## src/rtl/if_id.sv

```systemverilog
// if_id: fetch-to-decode pipeline register with a two-entry skid buffer.
// Fetch readiness depends only on registered occupancy, so decode
// back-pressure never reaches fetch combinationally. A taken jump/branch
// flushes both entries; an empty stage presents a NOP to decode.
module if_id #(
  parameter logic [31:0] NOP_INST   = 32'h0000_0013,
  parameter logic [31:0] RESET_ADDR = 32'h0000_0000,
  parameter int          CNT_W      = 16
) (
  input  logic             clk,
  input  logic             rst_n,
  input  logic [31:0]      inst_i,
  input  logic [31:0]      inst_addr_i,
  input  logic             if_valid_i,
  output logic             if_ready_o,
  input  logic             flush_i,
  input  logic             id_ready_i,
  output logic [31:0]      inst_o,
  output logic [31:0]      inst_addr_o,
  output logic             id_valid_o,
  output logic [1:0]       occ_o,
  output logic [CNT_W-1:0] stall_cnt_o
);

  typedef enum logic [1:0] {
    EMPTY = 2'd0,
    ONE   = 2'd1,
    FULL  = 2'd2
  } state_t;

  state_t           state;
  state_t           state_nxt;
  logic [31:0]      main_inst;
  logic [31:0]      main_addr;
  logic [31:0]      skid_inst;
  logic [31:0]      skid_addr;
  logic [CNT_W-1:0] stall_cnt;
  logic             acc;
  logic             pop;
  logic             load_main_in;
  logic             load_main_skid;
  logic             load_skid;

  // Handshake events; both are functions of registered state and inputs.
  assign acc = if_valid_i & if_ready_o;
  assign pop = id_valid_o & id_ready_i;

  // State register, async active-low reset.
  always_ff @(posedge clk or negedge rst_n) begin
    if (!rst_n) begin
      state <= EMPTY;
    end else begin
      state <= state_nxt;
    end
  end

  // Next-state and entry-load decisions; flush overrides everything.
  always_comb begin
    state_nxt      = state;
    load_main_in   = 1'b0;
    load_main_skid = 1'b0;
    load_skid      = 1'b0;
    if (flush_i) begin
      state_nxt = EMPTY;
    end else begin
      case (state)
        EMPTY: begin
          if (acc) begin
            state_nxt    = ONE;
            load_main_in = 1'b1;
          end
        end
        ONE: begin
          if (acc && pop) begin
            load_main_in = 1'b1;
          end else if (acc) begin
            state_nxt = FULL;
            load_skid = 1'b1;
          end else if (pop) begin
            state_nxt = EMPTY;
          end
        end
        FULL: begin
          if (pop) begin
            state_nxt      = ONE;
            load_main_skid = 1'b1;
          end
        end
        default: state_nxt = EMPTY;
      endcase
    end
  end

  // Outputs decoded from registered state; invalid output shows NOP.
  always_comb begin
    if_ready_o  = (state != FULL);
    id_valid_o  = (state != EMPTY);
    inst_o      = id_valid_o ? main_inst : NOP_INST;
    inst_addr_o = main_addr;
    case (state)
      EMPTY:   occ_o = 2'd0;
      ONE:     occ_o = 2'd1;
      FULL:    occ_o = 2'd2;
      default: occ_o = 2'd0;
    endcase
    stall_cnt_o = stall_cnt;
  end

  // Main address is reset and restored to RESET_ADDR on flush so an empty stage shows a defined PC.
  always_ff @(posedge clk or negedge rst_n) begin
    if (!rst_n) begin
      main_addr <= RESET_ADDR;
    end else if (flush_i) begin
      main_addr <= RESET_ADDR;
    end else if (load_main_in) begin
      main_addr <= inst_addr_i;
    end else if (load_main_skid) begin
      main_addr <= skid_addr;
    end
  end

  // Instruction and skid payloads need no reset; they are masked while invalid.
  always_ff @(posedge clk) begin
    if (load_main_in) begin
      main_inst <= inst_i;
    end else if (load_main_skid) begin
      main_inst <= skid_inst;
    end
    if (load_skid) begin
      skid_inst <= inst_i;
      skid_addr <= inst_addr_i;
    end
  end

  // Saturating count of cycles where decode stalls a valid instruction.
  always_ff @(posedge clk or negedge rst_n) begin
    if (!rst_n) begin
      stall_cnt <= '0;
    end else if (id_valid_o && !id_ready_i && (stall_cnt != {CNT_W{1'b1}})) begin
      stall_cnt <= stall_cnt + 1'b1;
    end
  end

endmodule

```

## config.mk

```make
export PLATFORM = sky130hd
export DESIGN_NAME = if_id
export DESIGN_NICKNAME = d
export VERILOG_FILES = /design/src/rtl/if_id.sv
export SDC_FILE = /design/constraint.sdc
export NUM_CORES = 1
export LEC_CHECK = 0
export CORE_ASPECT_RATIO = 2
export CORE_MARGIN = 10
export CORE_UTILIZATION = 49
export CTS_CLUSTER_SIZE = 14
export DETAILED_ROUTE_END_ITERATION = 16
export GPL_ROUTABILITY_DRIVEN = 0
export HOLD_SLACK_MARGIN = 0.1
export PLACE_DENSITY = 0.89
export SLEW_MARGIN = 5
export SYNTH_ARGS = -nofsm -noshare
export SYNTH_HDL_FRONTEND = slang
export SYNTH_SLANG_ARGS = --single-unit
```

## constraint.sdc

```tcl
create_clock -name clk -period 6.7 [get_ports clk]
set_input_delay 1.675 -clock clk [delete_from_list [all_inputs] [get_ports clk]]
set_output_delay 1.675 -clock clk [all_outputs]
set_load 0.01 [all_outputs]
```

* Word level (Yosys, flattened, before mapping)
Index checks and enable logic that the tools add are counted.
** Storage, ports and cells
- Logic and storage cells :: 50
- Flip-flop bits (word level) :: 146
- Output and inout port bits :: 84
** Cells by class
- Reductions and logical operators :: 9
- Mux-type cells :: 24
- Bitwise logic cells :: 2
- Equal/unequal tests :: 8
- Add/subtract/negate cells :: 1
** Operators with widths (number)
- $mux W32 :: 6
- $add A16 B1 Y16 const B :: 1
- $ne A16 B16 Y1 const B :: 1
- $mux W2 :: 6
- $mux W1 :: 9
- $ne A3 B3 Y1 const B :: 3
- $pmux W2 S3 :: 1
- $ne A4 B4 Y1 const B :: 1
- $pmux W2 S2 :: 1
- $reduce_and A4 Y1 :: 1
- $reduce_bool A2 Y1 :: 2
- $logic_and A1 B1 Y1 :: 3
- $reduce_bool A3 Y1 :: 1
- $and A1 B1 Y1 :: 2
- $eq A2 B1 Y1 const B :: 1
- $eq A2 B2 Y1 const B :: 1
- $logic_not A2 Y1 :: 1
- $ne A2 B2 Y1 const B :: 1
- $pmux W1 S2 :: 1
- $logic_not A1 Y1 :: 1

* Depth between registers and ports, before layout
Gate-level depths: netlist (run 1).
- Depth in word-level cells :: 8
- Mapped depth :: 6
- Mapped depth without buffers :: 5

* Least setup slack after synthesis (run 1)
No wires, ideal clock.
- Path type :: input port to flip-flop
- Start :: input id_ready_i
- End :: register skid_addr[0] (enable)
- Setup time :: 568 ps
- Setup slack :: -157 ps
- Cell stages on the path :: 2
- Arrival time :: 6289 ps
- Cells stage by stage :: nand2b_1 nor3_1
** On the way
- Longest elaborated chain between the ends :: 5
** Ends and longest elaborated chain
- start: declaration :: line 17 : input logic id_ready_i,
- $and A1 B1 Y1 :: line 46 : assign pop = id_valid_o & id_ready_i;
- $logic_and A1 B1 Y1 :: line 74 : if (acc && pop) begin
- $mux W1 :: line 74
- $mux W1 :: line 66 : case (state)
- $mux W1 :: line 63 : if (flush_i) begin
- named net load_skid :: line 42 : logic load_skid;
- end signal: assignment :: line 131 : skid_addr <= inst_addr_i;
- end: declaration :: line 36 : logic [31:0] skid_addr;
The timed path passes the listed nets, and every way through them passes these cells.
A chain may end at the register's enable or synchronous reset.

* Worst setup path after layout (run 1)
- Start :: input flush_i
- End :: register main_inst[1] (enable)
** On the way
- Longest elaborated chain between the ends :: 2
** Ends and longest elaborated chain
- start: declaration :: line 16 : input logic flush_i,
- $mux W1 :: line 63
- $reduce_bool A2 Y1 (no line) (*)
- end signal: assignment :: line 125 : main_inst <= inst_i;
- end signal: assignment :: line 127 : main_inst <= skid_inst;
- end: declaration :: line 33 : logic [31:0] main_inst;
Mark *: on every way between the ends. The rest lies on a longest branch, timed or not.

==> results of run 1 <==
==> cells by family (layout without fill, tap and decap cells) <==
family                   Yosys count  after routing  share of synthesized area
buffers and inverters             23            195                     0.0205
XOR/XNOR                          13             13                     0.0192
multiplexers                      35             35                     0.0669
AO/OA/AOI/OAI                     74             74                     0.0867
flip-flops                       146            146                      0.697
AND/OR/NAND/NOR                  111            111                      0.107
adder cells (fa/ha/maj)            1              1                    0.00211
other                              0              1                          0
==> final cells by class <==
type / count / share of cell area
inverter: 4 / 0.00184
clock inverter: 9 / 0.00999
sequential: 146 / 0.508
multi-input combinational: 234 / 0.208
tap: 145 / 0.0223
antenna: 1 / 0.000307
clock buffer: 23 / 0.0575
timing repair buffer: 159 / 0.193
==> layer usage <==
metal	vias to the layer above	wire length (um)
met5	-	0
met4	0	654
met3	40	910
met2	160	7660
met1	1888	5380
li1	1814	-
==> worst max path at each step <==
| stage | start | to | slack, ps | cells past startpoint |
|---|---|---|---|---|
| 3_3_place_gp | flush_i | main_inst[25] | 2510 | 6 |
| 6_report | flush_i | main_inst[1] | 2870 | 6 |
| 5_1_grt | flush_i | main_inst[24] | 2690 | 6 |
| 4_1_cts | flush_i | main_inst[24] | 2870 | 6 |
| 3_5_place_dp | flush_i | main_inst[26] | 2440 | 6 |
| 2_1_floorplan | id_ready_i | skid_addr[0] | 1850 | 2 |
==> worst max-delay path, stage by stage <==
cell and delay (ps):
clkdlybuf4s50_1 560, nor3b_1 350, nand2_1 90, buf_4 240, nand2b_1 630, buf_4 370
==> layout by cell type, fill, tap and decap left out, types with 5 or more instances in the layout <==
| master | instances |
|---|---|
| a2bb2oi_1 | 32 |
| buf_4 | 7 |
| clkbuf_16 | 17 |
| clkdlybuf4s50_1 | 151 |
| dfrtp_1 | 50 |
| edfxtp_1 | 96 |
| mux2_1 | 17 |
| mux2_2 | 16 |
| nand2_1 | 38 |
| nor2b_1 | 31 |
| nor3_1 | 5 |
| o21ai_0 | 28 |
| o21ai_1 | 5 |
| xor2_1 | 12 |
==> through the flow <==
stage	instances	util	hold slack, ps	worst slack [ps]	instance area [sq um]
finish	721	0.692	511	2870	8140
global route	721	0.692	550	2690	8140
global placement	688	0.645	500	2510	7590
floorplan	403	-	501	1850	5930
CTS	720	0.692	513	2870	8140
detailed placement	688	0.645	505	2440	7590
==> power groups by stage <==
stage	Sequential (mW)	Clock [mW]	Combinational [mW]
floorplan	1.09	0	0.122
global placement	1.08	0	0.321
detailed placement	1.08	0	0.330
CTS	1.07	0.891	0.335
global route	1.07	0.934	0.354
finish	1.07	0.876	0.329
==> state kept, by name (all words and copies together) (netlist names) <==
signal,flops
state,2
skid_inst,32
skid_addr,32
inst_addr_o,32
main_inst,32
stall_cnt_o,16
==> run summary, run 1 <==
Final Hold Violating Endpoints = 0
filler cell count = 786
Routed WL per cell = 20.3 um
initial antenna violation count = 1
minimum clock period = 3830 ps
status = finished clean
Post-synth EDFFs = 96
RSZ-0062 raised after global routing = no
fin. max-slew vios = 0
DRC viols = 0
Yosys top cell by area = edfxtp_1
top-level port count = 153
most frequently used cell type in the post-synthesis netlist = edfxtp_1
Hold Buf Count CTS = 0
First-pass DRT Iterations = 4
Initial Util = 0.504
Post-CTS Setup Inserts = 0
Yosys warning total = 0
Comb pwr share = 0.145
Hold Crit Depth = 1
Critical Path RT = 6800 ps
Reg power frac = 0.470
crit end category = flip-flop
Max-Cap Viols = 0
Avg Cell Area, Syn = 14.7 sq um
final period utilization = 0.571
reg2reg setup slack = 4250 ps
Post-DP HPWL = 10200 um
htree depth = 4
largest net degree at the start of global routing = 66
# setup viols final = 0
global-route wire length before repair = 23100 um
met2 global-route usage = 0.293
Register-to-Register Path Depth = 5
Slew @ Worst Pin = 865 ps
clk_lat worst skew = 410 ps
Hold Startpoint = stall_cnt_o[15]
Via Count = 3902
syn nets = 473
Post-Synthesis Cells = 403
crit-path max FO = 34
clk root buf = clkbuf_16
Avg Vias per Cell = 5.41
clock buffer depth = 2
largest cells by area after synthesis = edfxtp_1 49%, dfrtp_1 21%, a2bb2oi_1 4.7%
Die W = 97.8 um
post-synthesis cell type count = 44
ys async rst share = 0.342
most used routing layer = met2
Startpoint Class = input pin
launching point of the worst reg2reg path = state[1]
area delta synth->final = 37.4%
Reg area = 0.00413 sq mm
top cell type's share of synthesized area = 0.486
switching power = 542 uW
peak supply drop = 233 uV
top post-synthesis cells by count = 96 x edfxtp_1, 50 x dfrtp_1, 38 x nand2_1
Num CTS Buffers = 17
Critical R2R Capture = main_inst[1]
I/O Buffers = 152
core area = 0.0118 sq mm
post_cts resized = 0
P_leak = 3.07 nW
clock share of power = 0.385
GRT Residual Overflow = 0
nets = 632
# clock sinks = 146
Tot Pwr = 2.27 mW
post-synthesis sequential area ratio = 0.697
final WL = 14600 um
number of global-route vias before repair = 4297
Worst EP arrival = 3930 ps
met3 Use GR = 0.0609
Std-Cell Rows = 56
internal cell power = 1.73 mW
Hold Path Class = reg2reg
Yosys reg bits = 146
slew margin rel. = 0.423
CTS tree = built
CTS clk-pin slew, worst paths = 60 ps
mapped cell area = 0.00593 sq mm
DRT antenna net count = 0
switch share = 0.238
fmax = 261 MHz
Die H = 176 um
kind of critical path = in2reg
Total GRT Usage = 0.170
die footprint = 0.0172 sq mm
met1 Usage GRT = 0.172
Hold Path Sink = stall_cnt_o[15]
dominant synthesized flop cell = edfxtp_1
DR iter-0 viols = 264
clock skew = 7.82 ps
share of layout cells above drive strength 1 = 0.118
area of the multi-input gates = 0.00169 sq mm
pwr dens = 279 mW/mm^2
TNS Setup = 0 ps
No activity file was read; power rests on OpenSTA's default activity.
==> run 2: changes to the inputs <==
--- a/config.mk
+++ b/config.mk
@@ -7,12 +7,12 @@
 export LEC_CHECK = 0
 export CORE_ASPECT_RATIO = 2
 export CORE_MARGIN = 10
-export CORE_UTILIZATION = 49
+export CORE_UTILIZATION = 44
 export CTS_CLUSTER_SIZE = 14
 export DETAILED_ROUTE_END_ITERATION = 16
 export GPL_ROUTABILITY_DRIVEN = 0
 export HOLD_SLACK_MARGIN = 0.1
-export PLACE_DENSITY = 0.89
+export PLACE_DENSITY = 0.85
 export SLEW_MARGIN = 5
 export SYNTH_ARGS = -nofsm -noshare
 export SYNTH_HDL_FRONTEND = slang
==> constraint.sdc (replaced) <==
create_clock -name clk -period 3.37 [get_ports clk]
set_input_delay 0.8425 -clock clk [delete_from_list [all_inputs] [get_ports clk]]
set_output_delay 0.8425 -clock clk [all_outputs]
set_load 0.01 [all_outputs]
==> run summary, run 2 (synthesis results as in run 1) <==
P_leak = 3.09 nW
Final Hold Violating Endpoints = 0
final WL = 14800 um
# setup viols final = 0
Max-Cap Viols = 0
critical path depth in cells = 4
clk root buf = clkbuf_16
Routed WL per cell = 20.3 um
Hold Path Class = reg2reg
fin. max-slew vios = 0
largest net degree at the start of global routing = 51
area delta synth->final = 38.3%
DRT antenna net count = 0
minimum clock period = 2980 ps
Register-to-Register Path Depth = 4
number of global-route vias before repair = 4474
clock buffer depth = 2
CP top delay family = buffers and inverters
clock skew = 8.82 ps
GRT Residual Overflow = 0
slew margin rel. = 0.216
post_cts resized = 0
top-level port count = 153
initial antenna violation count = 0
pwr dens = 562 mW/mm^2
crit end category = output port
Ant. Diodes = 0
Placed Instance Area = 0.00762 sq mm
Critical Path RT = 2530 ps
Comb pwr share = 0.139
Startpoint Class = flip-flop
I/O Buffers = 152
reg2reg setup slack = 1320 ps
htree depth = 4
# clock sinks = 146
internal cell power = 3.50 mW
Reg power frac = 0.461
Fin Hold WS = 524 ps
worst path buffer plus inverter count = 2
Std-Cell Rows = 60
nets = 634
Die H = 184 um
Worst EP arrival = 2140 ps
Num CTS Buffers = 17
peak supply drop = 341 uV
most common cell after layout, fill and taps aside = clkdlybuf4s50_1
CP cell instances = nor2_2, buf_4, or2_2, clkdlybuf4s50_1
CTS clk-pin slew, worst paths = 60 ps
First-pass DRT Iterations = 4
Crit path largest cell delay = 570 ps
Hold Buf Count CTS = 0
Total GRT Usage = 0.162
critical path launch point = state[1]
crit-path max FO = 33
Initial Util = 0.444
fmax = 336 MHz
kind of critical path = reg2out
slowest library cell on the worst path = clkdlybuf4s50_1
DR iter-0 viols = 202
TNS Setup = 0 ps
final core utilization = 0.614
switching power = 1.11 mW
final period utilization = 0.884
Tot Pwr = 4.61 mW
status = finished clean
launching point of the worst reg2reg path = state[1]
Slew @ Worst Pin = 1180 ps
Die W = 102 um
RSZ-0062 raised after global routing = no
switch share = 0.240
clock share of power = 0.400
most frequent cells in the layout = 151 x clkdlybuf4s50_1, 96 x edfxtp_1, 50 x dfrtp_1, 38 x nand2_1, 32 x a2bb2oi_1
Via Count = 4008
Post-DP HPWL = 10400 um
global-route wire length before repair = 23700 um
DRC viols = 0
Critical Path End = inst_o[0]
Critical R2R Capture = main_inst[2]
core area = 0.0134 sq mm
Post-CTS Setup Inserts = 0
clk_lat worst skew = 400 ps
fin area = 0.00820 sq mm
CTS tree = built
Avg Vias per Cell = 5.48
share of layout cells above drive strength 1 = 0.127
die footprint = 0.0188 sq mm
## run 2: power by group through the flow
stage | registers [mW] | clock network [mW] | logic, mW
2_1_floorplan | 2.17 | 0 | 0.244
3_3_place_gp | 2.15 | 0 | 0.630
3_5_place_dp | 2.16 | 0 | 0.652
4_1_cts | 2.13 | 1.88 | 0.653
5_1_grt | 2.14 | 1.96 | 0.695
6_report | 2.13 | 1.84 | 0.642
## run 2: routing by layer
metal	up-vias	GRT usage	share of wire
met4	0	0.0880	0.031
met2	135	0.279	0.54
li1	1813	-	-
met5	-	0	0
met3	30	0.0473	0.059
met1	2030	0.172	0.37
## run 2: worst min-delay path by stage
stage,from,end,depth (start not counted)
after floorplan,skid_inst[14],main_inst[14],1
after global placement,stall_cnt_o[15],stall_cnt_o[15],1
after detailed placement,stall_cnt_o[10],stall_cnt_o[10],1
after CTS,skid_inst[14],main_inst[14],1
after global routing,skid_inst[25],main_inst[25],1
final,stall_cnt_o[15],stall_cnt_o[15],1
## run 2: layout make-up
| cell class | count | area [sq um] |
|---|---|---|
| well taps | 155 | 194 |
| fillers | 1008 | 5160 |
| multi-input cells | 234 | 1690 |
| repair buffers | 161 | 1580 |
| clock inverters | 12 | 133 |
| clock buffers | 20 | 447 |
| inverters | 4 | 15.0 |
| flip-flops and latches | 146 | 4130 |
## run 2: worst reg2reg max path: stages (launching register included)
cell and delay [ps]:
dfrtp_1 460, nand2b_1 280, nor3_4 180, buf_4 470, mux2_2 400
## run 2: through the flow
step	cells	setup WS, ps
after floorplan	403	310
after global placement	700	503
after detailed placement	700	411
after CTS	732	323
after global routing	732	254
final	732	391
==> run 3: changes to the inputs <==
--- a/config.mk
+++ b/config.mk
@@ -7,12 +7,13 @@
 export LEC_CHECK = 0
 export CORE_ASPECT_RATIO = 2
 export CORE_MARGIN = 10
-export CORE_UTILIZATION = 44
+export CORE_UTILIZATION = 46
+export CTS_BUF_LIST = sky130_fd_sc_hd__clkbuf_2
 export CTS_CLUSTER_SIZE = 14
 export DETAILED_ROUTE_END_ITERATION = 16
 export GPL_ROUTABILITY_DRIVEN = 0
 export HOLD_SLACK_MARGIN = 0.1
-export PLACE_DENSITY = 0.85
+export PLACE_DENSITY = 0.88
 export SLEW_MARGIN = 5
 export SYNTH_ARGS = -nofsm -noshare
 export SYNTH_HDL_FRONTEND = slang
==> run summary, run 3 (synthesis results as in run 1) <==
largest net degree at the start of global routing = 51
Hold Buf Count CTS = 0
TNS Setup = 0 ps
Die W = 100 um
die footprint = 0.0181 sq mm
crit end category = output port
status = finished clean
minimum clock period = 3160 ps
share of layout cells above drive strength 1 = 0.130
I/O Buffers = 152
initial antenna violation count = 2
fin. max-slew vios = 0
post_cts resized = 1
Std-Cell Rows = 58
DR iter-0 viols = 208
clk root buf = clkbuf_2
worst path buffer plus inverter count = 2
CP top delay family = buffers and inverters
Max-Cap Viols = 0
area of the multi-input gates = 0.00169 sq mm
Post-DP HPWL = 10800 um
Initial Util = 0.469
RSZ-0062 raised after global routing = no
First-pass DRT Iterations = 5
CTS tree = built
DRT antenna net count = 0
global-route wire length before repair = 23300 um
most frequent cells in the layout = 151 x clkdlybuf4s50_1, 96 x edfxtp_1, 49 x dfrtp_1, 38 x nand2_1, 32 x a2bb2oi_1
htree depth = 4
area delta synth->final = 34.5%
# clock sinks = 146
most common cell after layout, fill and taps aside = clkdlybuf4s50_1
peak supply drop = 369 uV
Routed WL per cell = 20.3 um
Final Hold Violating Endpoints = 0
Reg area = 0.00414 sq mm
CTS clk-pin slew, worst paths = 240 ps
fmax = 316 MHz
core area = 0.0126 sq mm
crit-path max FO = 33
Die H = 181 um
clk_lat worst skew = 670 ps
CP cell instances = nor2_2, buf_8, or2_2, clkdlybuf4s50_1
Startpoint Class = flip-flop
Avg Vias per Cell = 5.42
Critical Path RT = 2530 ps
slew margin rel. = 0.239
Num CTS Buffers = 17
final WL = 14800 um
Fin Hold WS = 347 ps
kind of critical path = reg2out
Total GRT Usage = 0.164
Post-CTS Setup Inserts = 0
top-level port count = 153
clock buffer depth = 2
Hold Path Class = in2async
P_leak = 3.01 nW
slowest library cell on the worst path = clkdlybuf4s50_1
pwr dens = 504 mW/mm^2
# setup viols final = 0
Crit path largest cell delay = 590 ps
number of global-route vias before repair = 4293
nets = 635
final period utilization = 0.938
Worst EP arrival = 2320 ps
clock skew = 48.5 ps
filler cell count = 964
Slew @ Worst Pin = 1140 ps
DRC viols = 0
GRT Residual Overflow = 0
Via Count = 3960
## run 3: cell types whose count changed in the layout (fill, tap and decap cells not counted), sizes merged
cell,delta
clkinvlp,-2
clkinv,+2
bufinv,+4
clkbuf,-2
diode,+2
buf,+1
inv,-2
## run 3: final timing paths
| check | startpoint | to | slack (ps) | cells after the start |
|---|---|---|---|---|
| worst min register to register | skid_inst[20] | main_inst[20] | 550 | 1 |
| min in group clk | skid_inst[20] | main_inst[20] | 550 | 1 |
| worst max register to register | state[0] | main_inst[0] | 1440 | 4 |
| worst min-delay path | rst_n | stall_cnt_o[10] | 350 | 1 |
| max in group asynchronous | rst_n | state[1] | 2190 | 1 |
| worst max-delay path | state[0] | inst_o[0] | 210 | 4 |
## run 3: area by class of cell
type | count | share of cell area
Multi-Input combinational cell | 234 | 0.212
Antenna cell | 2 | 0.000628
Timing Repair Buffer | 162 | 0.202
Clock inverter | 14 | 0.0295
Tap cell | 150 | 0.0235
Sequential cell | 146 | 0.519
Clock buffer | 18 | 0.0113
Inverter | 4 | 0.00188
## run 3: routing by layer
metal	vias to the layer above	wire length, um	track usage
met1	1977	5180	0.166
met2	139	8340	0.287
met4	0	352	0.0830
li1	1824	-	-
met5	-	0	0
met3	20	914	0.0561
## run 3: worst reg2reg max path: stages (launching register included)
cell,delay (ps)
dfrtp_1,500
nor2b_1,210
nor3_4,220
buf_4,380
mux2_2,400
## run 3: power breakdown
| group | internal (mW) | switching [mW] | total [mW] |
|---|---|---|---|
| Clock | 0.638 | 0.614 | 1.25 |
| Sequential | 2.02 | 0.0967 | 2.12 |
| Combinational | 0.367 | 0.279 | 0.646 |
## run 3: through the flow
stage,util,cell area [sq um],worst slack [ps],instances,total power [mW]
after floorplan,-,5940,310,403,2.41
after global placement,0.605,7630,599,696,2.78
after detailed placement,0.605,7630,513,696,2.81
after CTS,0.631,7960,60.8,728,4.07
after global routing,0.631,7970,10.7,730,4.20
final,0.631,7970,208,730,4.02
